--- config.mk ---
export PLATFORM = sky130hd
export DESIGN_NAME = adau_spi_arbiter
export DESIGN_NICKNAME = d
export VERILOG_FILES = /design/src/rtl/adau_pkg.sv /design/src/rtl/adau_spi_arbiter.sv
export SDC_FILE = /design/constraint.sdc
export NUM_CORES = 1
export LEC_CHECK = 0
export ABC_AREA = 0
export BUFFER_PORTS_ARGS = -buffer_cell sky130_fd_sc_hd__buf_2
export CORE_MARGIN = 2
export CORE_UTILIZATION = 46
export CTS_CLUSTER_SIZE = 24
export DETAILED_ROUTE_END_ITERATION = 6
export PLACE_DENSITY = 0.8
export SLEW_MARGIN = 20
export SYNTH_ARGS = -nofsm -noshare
export SYNTH_HDL_FRONTEND = slang
export SYNTH_SLANG_ARGS = --single-unit
export TNS_END_PERCENT = 30
--- constraint.sdc ---
create_clock -name clk -period 2.4 [get_ports clk]
set_clock_uncertainty 0.2 [all_clocks]
set_input_delay 0.36 -clock clk [delete_from_list [all_inputs] [get_ports clk]]
set_output_delay 0.36 -clock clk [all_outputs]
set_load 0.05 [all_outputs]
--- src/rtl/adau_pkg.sv ---
// adau_pkg: shared state/owner enums and command field positions for the ADAU SPI arbiter
package adau_pkg;
  typedef enum logic [1:0] {S_IDLE, S_ISSUE, S_WAIT_DONE} state_e;
  typedef enum logic {OWN_INIT, OWN_USR} owner_e;
  localparam int RW_BIT       = 24;
  localparam int REG_ADDR_MSB = 23;
  localparam int REG_ADDR_LSB = 8;
  localparam int DATA_MSB     = 7;
  localparam int DATA_LSB     = 0;
endpackage

--- src/rtl/adau_spi_arbiter.sv ---
// adau_spi_arbiter: fixed-priority init/user arbiter feeding one SPI master, one command outstanding
module adau_spi_arbiter
  import adau_pkg::*;
#(
  parameter int TIMEOUT_CYCLES = 4096
) (
  input  logic        clk,
  input  logic        reset,
  input  logic [31:0] init_command,
  input  logic        init_valid,
  output logic        init_ready,
  input  logic        init_done,
  input  logic [31:0] usr_command,
  input  logic        usr_valid,
  output logic        usr_ready,
  output logic [7:0]  usr_rdata,
  output logic        usr_rdata_valid,
  output logic [31:0] spi_command,
  output logic        spi_command_valid,
  input  logic        spi_ready,
  input  logic        spi_done,
  input  logic [7:0]  spi_rdata,
  output logic        busy,
  output logic        timeout_err
);
  localparam int CW = $clog2(TIMEOUT_CYCLES);
  localparam logic [CW-1:0] TERM = CW'(TIMEOUT_CYCLES - 1);
  state_e state_q, state_d;
  owner_e owner_q, owner_d;
  logic rd_q, rd_d;
  logic [CW-1:0] cnt_q, cnt_d;
  logic [31:0] cmd_q, cmd_d;
  logic [7:0] rdata_q, rdata_d;
  logic rv_q, rv_d, to_q, to_d;
  logic idle, usr_xfer;
  assign idle              = state_q == S_IDLE;
  assign init_ready        = idle;
  assign usr_ready         = idle & init_done & ~init_valid;
  assign usr_xfer          = usr_valid & usr_ready;
  assign spi_command       = cmd_q;
  assign spi_command_valid = state_q == S_ISSUE;
  assign busy              = ~idle;
  assign usr_rdata         = rdata_q;
  assign usr_rdata_valid   = rv_q;
  assign timeout_err       = to_q;
  always_comb begin
    state_d = state_q;
    owner_d = owner_q;
    rd_d    = rd_q;
    cnt_d   = cnt_q;
    cmd_d   = cmd_q;
    rdata_d = rdata_q;
    rv_d    = 1'b0;
    to_d    = 1'b0;
    if (idle && (init_valid || usr_xfer)) begin
      state_d = S_ISSUE;
      cmd_d   = init_valid ? init_command : usr_command;
      owner_d = init_valid ? OWN_INIT : OWN_USR;
      rd_d    = cmd_d[RW_BIT];
    end
    if (state_q == S_ISSUE && spi_ready) begin
      state_d = S_WAIT_DONE;
      cnt_d   = '0;
    end
    // completion wins over a timeout landing on the same cycle
    if (state_q == S_WAIT_DONE) begin
      cnt_d   = cnt_q == TERM ? cnt_q : cnt_q + CW'(1);
      state_d = (spi_done || cnt_q == TERM) ? S_IDLE : S_WAIT_DONE;
      rv_d    = spi_done && owner_q == OWN_USR && rd_q;
      rdata_d = rv_d ? spi_rdata : rdata_q;
      to_d    = !spi_done && cnt_q == TERM;
    end
  end
  always_ff @(posedge clk) begin
    if (reset) begin
      state_q <= S_IDLE;
      owner_q <= OWN_INIT;
      rd_q    <= 1'b0;
      cnt_q   <= '0;
      cmd_q   <= '0;
      rdata_q <= '0;
      rv_q    <= 1'b0;
      to_q    <= 1'b0;
    end else begin
      state_q <= state_d;
      owner_q <= owner_d;
      rd_q    <= rd_d;
      cnt_q   <= cnt_d;
      cmd_q   <= cmd_d;
      rdata_q <= rdata_d;
      rv_q    <= rv_d;
      to_q    <= to_d;
    end
  end
endmodule

==> flow_metrics.tcl, run 1 <==
set metrics [dict create \
    status "finished, final reports clean" \
    cts_buffer_depth 2 \
    synth.net_count 364 \
    drt-initial-drc-count 136 \
    antenna_found_initial 0 \
    cp-start-kind "flop" \
    num-nets-final 483 \
    layout_commonest_cell "buf_2" \
    grt_use_total 0.218 \
    cp.arrival_ns 1.48 \
    ant_nets 0 \
    routed_wirelength_mm 6.77 \
    hold_viol_final 0 \
    drc 0 \
    r2r-start "state_q[1]$_SDFFE_PP0P_" \
    hold_end "usr_rdata[1]$_SDFFE_PP0P_" \
    rsz0062_at_grt "false" \
    gp_congestion 0.898 \
    num_vias 2547 \
    ys.flop_type "dfxtp_1" \
    clock_latency_ns 0.33 \
    grt_max_degree 66 \
    final_util 0.638 \
    netlist_instances 284 \
    syn2layout_area_growth_pct 33.4 \
    synth_cell_types 44 \
    cts_root_buf "clkbuf_8" \
    finalCritPeriodShare 0.849 \
    hpwl_mm 4.98 \
    synth_top_family_by_area "simple AND/OR/NAND/NOR gates" \
    clk_pin_slew_worst_paths_ns 0.07 \
    setup_viol 0 \
    r2r_end "cnt_q[8]$_SDFFE_PP0P_" \
    cts_tree "yes" \
    slew_viol_final 0 \
    async_flop_share 0 \
    chipHeight_um 79.7 \
    core_area_mm2 0.00551 \
    synthSimpleGateAreaFrac 0.183 \
    design_area_mm2 0.00351 \
    drv_cap 0 \
    synthAdderAreaFrac 0.00475 \
    io_pins 125 \
    p_leak_uw 0.00163 \
    rr_worst_depth 3 \
    cts_buffers 9 \
    hold_path_class "in2reg" \
    drive_gt1_frac 0.377 \
    fin_crit_ns 2.04 \
    vias_per_cell 5.31 \
    grt_pass1_wl_mm 10.7 \
    routedWlPerCell_um 14.1 \
    core.rowCount 27 \
    p_per_area_mw_per_mm2 734 \
    critical_path_required_ns 1.84 \
    synthMuxAreaShare 0.163 \
    final_cell_mix "buf_2 (124), dfxtp_1 (57), nor2_1 (46)" \
    clock_sinks 57 \
    synth_xor_area_frac 0 \
    ys_seq_area_frac 0.433 \
    synth_edf_count 0 \
    start_util 0.478 \
    placed_area_mm2 0.00331 \
    worstSetupEndpointType "output pin" \
    cts-resized-gates 0 \
    cts-hold-fix-buffers 0 \
    hold_start "spi_rdata[1]" \
    first_global_vias 2320 \
    synth_compound_area_frac 0.170 \
    fmax_mhz 491 \
    yosys_register_bits 57 \
    slew_headroom 0.634 \
    synth.avg_cell_area_um2 9.27 \
    die_area_mm2 0.00634 \
    overflow 0 \
    cts_setup_buffers 0 \
    cts_htree_levels 3 \
    timing.setup.tns_ns 0 \
    peakVddDrop_v 0.000545 \
    ys_warn_count 0 \
    worstMarginPinSlew_ns 0.546 \
    numPortBuffers 124 \
    holdPathStages 3 \
    path_class "reg2out" \
    die_w_um 79.7 \
    cp_max_fo 11 \
    synth_area_mm2 0.00263 \
    antenna_cells 0 \
    rrSetupSlack_ns 0.39 \
    firstDrtPassIters 4 \
]
logic make-up (layout without fill, tap and decap cells):
group	after synthesis	count (layout)
compound gates	61	61
fa+ha+maj	1	1
buf+inv	26	150
flops	57	57
mux	43	43
simple gates	96	96
power by group:
part | internal [uW] | switching, uW
registers | 1020 | 42.9
clock network | 504 | 384
logic | 192 | 439
total | 1710 | 866
state kept, by name, indices dropped and copies added, names as in the netlist:
signal	flops
state_q	2
timeout_err	1
usr_rdata	8
usr_rdata_valid	1
owner_q	1
spi_command	32
cnt_q	12
cell usage after synthesis (2+ instances only):
library cell,instances,share of area
nor3_1,5,0.0095
inv_1,5,0.0071
or3_1,2,0.0048
clkbuf_1,5,0.0071
mux2i_1,43,0.16
dfxtp_1,57,0.43
nor2_1,47,0.067
and3_1,2,0.0048
nand2b_1,2,0.0048
a211oi_1,35,0.10
o21ai_0,5,0.0095
buf_4,2,0.0057
nand2_1,8,0.011
or4_1,2,0.0057
o211ai_1,2,0.0057
buf_2,13,0.025
nand3_1,6,0.011
nand4_1,3,0.0071
nor3b_1,5,0.014
nor4_1,3,0.0071
a21oi_1,7,0.013
a211o_1,2,0.0067
and2_1,2,0.0048
through the flow:
step | setup WS (ns) | power, uW | hold slack (ns) | std cells
global placement | 0.436 | 1700 | 0.270 | 464
CTS | 0.359 | 2600 | 0.0489 | 480
floorplan | 0.166 | 1540 | 0.239 | 284
finish | 0.362 | 2580 | 0.0653 | 480
global route | 0.287 | 2700 | 0.0567 | 480
detailed placement | 0.417 | 1710 | 0.289 | 464
per-layer routing:
metal / up-vias / wire (um) / GRT usage
met4: 0 / 128 / 0.0862
met3: 11 / 530 / 0.0871
met1: 1162 / 2780 / 0.250
met5: - / 0 / 0
met2: 91 / 3320 / 0.361
li1: 1283 / - / -
cell type report:
type,count,area [um^2]
fillers,476,2000
repair buffers,129,671
clock buffers,11,141
clock inverters,5,55.1
inverters,5,18.8
flip-flops and latches,57,1140
well taps,72,90.1
multi-input cells,201,1390
worst max-delay path: stages, from the launching register on:
cell and delay (ns):
dfxtp_1 0.43, nor2_4 0.18, inv_1 0.09, nor3b_4 0.15, buf_2 0.29
worst max-delay path by stage:
stage / start / end / slack, ns
after CTS: state_q[1]$_SDFFE_PP0P_ / usr_ready / 0.36
after global routing: state_q[1]$_SDFFE_PP0P_ / cnt_q[8]$_SDFFE_PP0P_ / 0.29
after global placement: state_q[1]$_SDFFE_PP0P_ / cnt_q[8]$_SDFFE_PP0P_ / 0.44
after floorplan: state_q[1]$_SDFFE_PP0P_ / usr_ready / 0.17
after detailed placement: state_q[1]$_SDFFE_PP0P_ / cnt_q[8]$_SDFFE_PP0P_ / 0.42
final: state_q[0]$_SDFFE_PP0P_ / usr_ready / 0.36
Note: power is estimated with default switching activity, not from simulation.
==> run 2, diff against run 1 <==
==> constraint.sdc (replaced) <==
create_clock -name clk -period 2.1 [get_ports clk]
set_clock_uncertainty 0.2 [all_clocks]
set_input_delay 0.315 -clock clk [delete_from_list [all_inputs] [get_ports clk]]
set_output_delay 0.315 -clock clk [all_outputs]
set_load 0.05 [all_outputs]
==> run 2 against run 1 <==
Clock-buffer cell count is the same; clock power up 14%; cell count up 1.3%; global-route usage is 0.57 points higher; via count is 0.82% higher; first-iteration DRC count fell by 13%; non-clock buffer count grew 6; cell area increased by 1.4%; register-to-register slack worse by 0.19 ns; flip-flop and latch count unchanged; worst hold slack lost 0.047 ns; power rose by 15%.
==> flow_metrics.tcl, run 2 (synthesis gave the netlist of run 1 again) <==
set metrics [dict create \
    cts_root_buf "clkbuf_8" \
    setup_viol 0 \
    antenna_cells 0 \
    drive_gt1_frac 0.384 \
    final_cell_mix "buf_2 (123), dfxtp_1 (57), nor2_1 (46)" \
    routedWlPerCell_um 14.2 \
    num_vias 2568 \
    grt_use_total 0.224 \
    cts_htree_levels 3 \
    ant_nets 0 \
    post-place-ws_ns 0.233 \
    path_class "reg2out" \
    firstDrtPassIters 4 \
    cp-start-kind "flop" \
    vias_per_cell 5.28 \
    hpwl_mm 5.05 \
    chipHeight_um 79.7 \
    cts_setup_buffers 0 \
    cp_max_fo 8 \
    worstSetupEndpointType "output pin" \
    slew_viol_final 0 \
    io_pins 125 \
    largest_reg_flops 32 \
    drt-initial-drc-count 118 \
    cts_tree "yes" \
    n_fill_cell 478 \
    power_switching_uw 987 \
    clk_pin_slew_worst_paths_ns 0.07 \
    fin_crit_ns 1.98 \
    drv_cap 0 \
    p_clk_frac 0.341 \
    rsz0062_at_grt "false" \
    clock_latency_ns 0.33 \
    p_per_area_mw_per_mm2 829 \
    p_sw_frac 0.334 \
    num-nets-final 489 \
    antenna_found_initial 0 \
    p_seq_frac 0.407 \
    timing.setup.tns_ns 0 \
    p_leak_uw 0.00166 \
    grt_max_degree 56 \
    numPortBuffers 124 \
    drc 0 \
    layout_commonest_cell "buf_2" \
    fmax_mhz 504 \
    worstMarginPinSlew_ns 0.485 \
    die_area_mm2 0.00634 \
    status "finished, final reports clean" \
    power_frac_comb 0.252 \
    start_util 0.478 \
    setup_ws_ns 0.117 \
    internal_power_uw 1970 \
    overflow 0 \
    first_global_vias 2340 \
    grt_pass1_wl_mm 11.0 \
    peakVddDrop_v 0.000637 \
    hold_path_class "in2reg" \
    hold_viol_final 0 \
    finalPower_uw 2950 \
    finalCritPeriodShare 0.944 \
    gp_congestion 0.952 \
    die_w_um 79.7 \
    core.rowCount 27 \
    core_area_mm2 0.00551 \
    cts_buffers 9 \
    critical_path_required_ns 1.58 \
    slew_headroom 0.675 \
    cp.arrival_ns 1.47 \
    cts_buffer_depth 2 \
    routed_wirelength_mm 6.90 \
    syn2layout_area_growth_pct 35.3 \
    clock_sinks 57 \
]
[run 2: timing repair]
| action | 4_1_cts | 5_1_grt |
|---|---|---|
| gates resized for setup | 0 | 2 |
| hold endpoints to repair | 1 | 0 |
| hold buffers | 1 | 0 |
| setup endpoints to repair | 0 | 1 |
[run 2: path summary, 6_finish.rpt]
kind | startpoint | to | slack [ns] | depth (start not counted)
max reg2reg | cnt_q[0]$_SDFFE_PP0P_ | cnt_q[6]$_SDFFE_PP0P_ | 0.20 | 5
max | state_q[1]$_SDFFE_PP0P_ | usr_ready | 0.12 | 5
min reg2reg | spi_command[28]$_SDFFE_PP0P_ | spi_command[28]$_SDFFE_PP0P_ | 0.30 | 2
min | spi_rdata[4] | usr_rdata[4]$_SDFFE_PP0P_ | 0.02 | 3
[run 2: area by class of cell]
cell class | instances | area (um^2) | area share
Multi-Input combinational cell | 201 | 1390 | 0.391
Sequential cell | 57 | 1140 | 0.320
Timing Repair Buffer | 135 | 721 | 0.202
Clock buffer | 11 | 141 | 0.0397
Tap cell | 72 | 90.1 | 0.0253
Clock inverter | 5 | 55.1 | 0.0155
Inverter | 5 | 18.8 | 0.00527
[run 2: stage by stage]
stage	std cells	hold slack, ns	utilization	area, um^2
2_1_floorplan	284	0.194	-	2650
3_3_place_gp	469	0.269	0.609	3350
3_5_place_dp	469	0.285	0.609	3350
4_1_cts	486	0.00891	0.646	3560
5_1_grt	486	0.00652	0.647	3560
6_report	486	0.0181	0.647	3560
[run 2: critical path, cell delays in order (launching register included)]
cell and delay [ns]:
dfxtp_1 0.33, buf_4 0.17, nor2_4 0.14, inv_1 0.10
nor3b_4 0.18, buf_4 0.22
[run 2: power groups by stage]
stage / combinational [uW] / clock (uW) / sequential [uW]
4_1_cts: 746 / 1020 / 1200
5_1_grt: 796 / 1080 / 1210
2_1_floorplan: 289 / 0 / 1470
3_5_place_dp: 742 / 0 / 1220
6_report: 744 / 1010 / 1200
3_3_place_gp: 732 / 0 / 1220
[run 2: per-layer routing]
metal,GRT usage,up-vias,wire length (um)
li1,-,1288,-
met5,0,-,0
met4,0.0655,0,95
met3,0.0905,12,535
met1,0.266,1172,2860
met2,0.371,96,3410
==> run 3, diff against run 2 <==
--- a/config.mk
+++ b/config.mk
@@ -7,11 +7,12 @@
 export LEC_CHECK = 0
 export ABC_AREA = 0
 export BUFFER_PORTS_ARGS = -buffer_cell sky130_fd_sc_hd__buf_2
-export CORE_MARGIN = 2
-export CORE_UTILIZATION = 46
+export CELL_PAD_IN_SITES_DETAIL_PLACEMENT = 2
+export CELL_PAD_IN_SITES_GLOBAL_PLACEMENT = 2
+export CORE_UTILIZATION = 26
 export CTS_CLUSTER_SIZE = 24
 export DETAILED_ROUTE_END_ITERATION = 6
-export PLACE_DENSITY = 0.8
+export PLACE_DENSITY = 0.81
 export SLEW_MARGIN = 20
 export SYNTH_ARGS = -nofsm -noshare
 export SYNTH_HDL_FRONTEND = slang
==> run 3 against run 2 <==
First-iteration DRC count is 54% lower; non-clock buffer count stayed put; maximum frequency is 0.57% lower; flip-flop and latch count stayed put; sequential share of layout area is 0.63 points lower; clock power hardly changed; critical endpoint unchanged; largest power group unchanged.
==> flow_metrics.tcl, run 3 (synthesis gave the netlist of run 1 again) <==
set metrics [dict create \
    cts_setup_buffers 0 \
    timing.hold.ws_ns 0.0204 \
    p_leak_uw 0.00166 \
    slew_viol_final 0 \
    max_stage_delay_ns 0.43 \
    vias_per_cell 4.81 \
    num_vias 2631 \
    cp.arrival_ns 1.48 \
    largest_reg_flops 32 \
    cp_max_fo 11 \
    post-place-ws_ns 0.120 \
    clock_latency_ns 0.33 \
    cts_htree_levels 3 \
    first_global_vias 2785 \
    slew_headroom 0.620 \
    io_pins 125 \
    grtUsageMet1 0.204 \
    ant_nets 0 \
    fin_crit_ns 1.99 \
    numPortBuffers 124 \
    fmax_mhz 501 \
    holdPathStages 3 \
    core_area_mm2 0.00977 \
    rsz0062_at_grt "false" \
    setup_viol 0 \
    grt-busiest-layer "met2" \
    gp_congestion 0.816 \
    setup.worst_path.start "state_q[0]$_SDFFE_PP0P_" \
    cts_buffer_depth 2 \
    hold_path_class "in2reg" \
    grt_use_total 0.176 \
    hold_start "spi_rdata[1]" \
    firstDrtPassIters 3 \
    peakVddDrop_v 0.000278 \
    grt_pass1_wl_mm 14.0 \
    chipHeight_um 103 \
    overflow 0 \
    drt-initial-drc-count 54 \
    clock_sinks 57 \
    status "finished, final reports clean" \
    die_w_um 103 \
    timing.setup.tns_ns 0 \
    grt_max_degree 52 \
    num-nets-final 489 \
    critical_path_required_ns 1.58 \
    drc 0 \
    worstSetupEndpointType "output pin" \
    die_area_mm2 0.0105 \
    cp_slowest_cell "dfxtp_1" \
    drive_gt1_frac 0.386 \
    met2_usage 0.297 \
    routedWlPerCell_um 16.1 \
    antenna_cells 0 \
    worstMarginPinSlew_ns 0.568 \
    r2r-start "cnt_q[1]$_SDFFE_PP0P_" \
    rr_worst_depth 5 \
    path_class "reg2out" \
    core.rowCount 36 \
    layout_commonest_cell "buf_2" \
    hold_viol_final 0 \
    cts_root_buf "clkbuf_8" \
    cts_buffers 9 \
    cts_tree "yes" \
    worstPathCellList "nor2_4 -> inv_1 -> nor3b_4 -> buf_2" \
    start_util 0.269 \
    finalCritPeriodShare 0.950 \
    routed_wirelength_mm 8.83 \
    syn2layout_area_growth_pct 38.1 \
    clk_pin_slew_worst_paths_ns 0.06 \
    final_cell_mix "buf_2 (124), dfxtp_1 (56), nor2_1 (46)" \
    p_per_area_mw_per_mm2 820 \
    hpwl_mm 6.83 \
    setup_ws_ns 0.106 \
    drv_cap 0 \
    antenna_found_initial 0 \
    use_met3 0.0597 \
    cp-start-kind "flop" \
]
-- run 3: cell counts in the layout (fill, tap and decap cells not counted) --
No cell type changed its count.
-- run 3: timing repair --
item	in CTS	in global routing
hold buffers	1	0
hold endpoints to repair	1	0
resized for setup	0	1
endpoints found under the setup margin	0	3
-- run 3: where the power goes --
| part | switching, uW | internal, uW | total [uW] |
|---|---|---|---|
| logic | 525 | 228 | 753 |
| clock network | 440 | 576 | 1020 |
| registers | 50.5 | 1160 | 1210 |
-- run 3: layout make-up --
cell class,instances,area (um^2)
well taps,133,166
repair buffers,135,718
multi-input cells,201,1390
clock buffers,11,141
flip-flops and latches,57,1140
clock inverters,5,55.1
inverters,5,18.8
fillers,1130,6140
-- run 3: final timing paths --
check                               to  slack, ns
min          usr_rdata[1]$_SDFFE_PP0P_       0.02
min reg2reg  usr_rdata[1]$_SDFFE_PP0P_       0.30
max                          usr_ready       0.11
max reg2reg      cnt_q[6]$_SDFFE_PP0P_       0.15
-- run 3: per-stage QoR --
step / cells / util / power [uW] / area, um^2
floorplan: 284 / - / 1760 / 2650
global placement: 530 / 0.351 / 1970 / 3430
detailed placement: 530 / 0.351 / 2000 / 3430
CTS: 547 / 0.372 / 3020 / 3630
global route: 547 / 0.372 / 3130 / 3640
finish: 547 / 0.372 / 2980 / 3640
-- run 3: metal layers --
| layer | wire length (um) | part of all wire |
|---|---|---|
| met5 | 0 | 0 |
| met4 | 155 | 0.018 |
| met3 | 582 | 0.066 |
| met2 | 4450 | 0.50 |
| met1 | 3650 | 0.41 |
-- run 3: worst max-delay path: cells and delay by family (launching register included) --
| family | cells | cell delay [ns] |
|---|---|---|
| DFF | 1 | 0.43 |
| buffers and inverters | 2 | 0.38 |
| and+or+nand+nor | 2 | 0.34 |
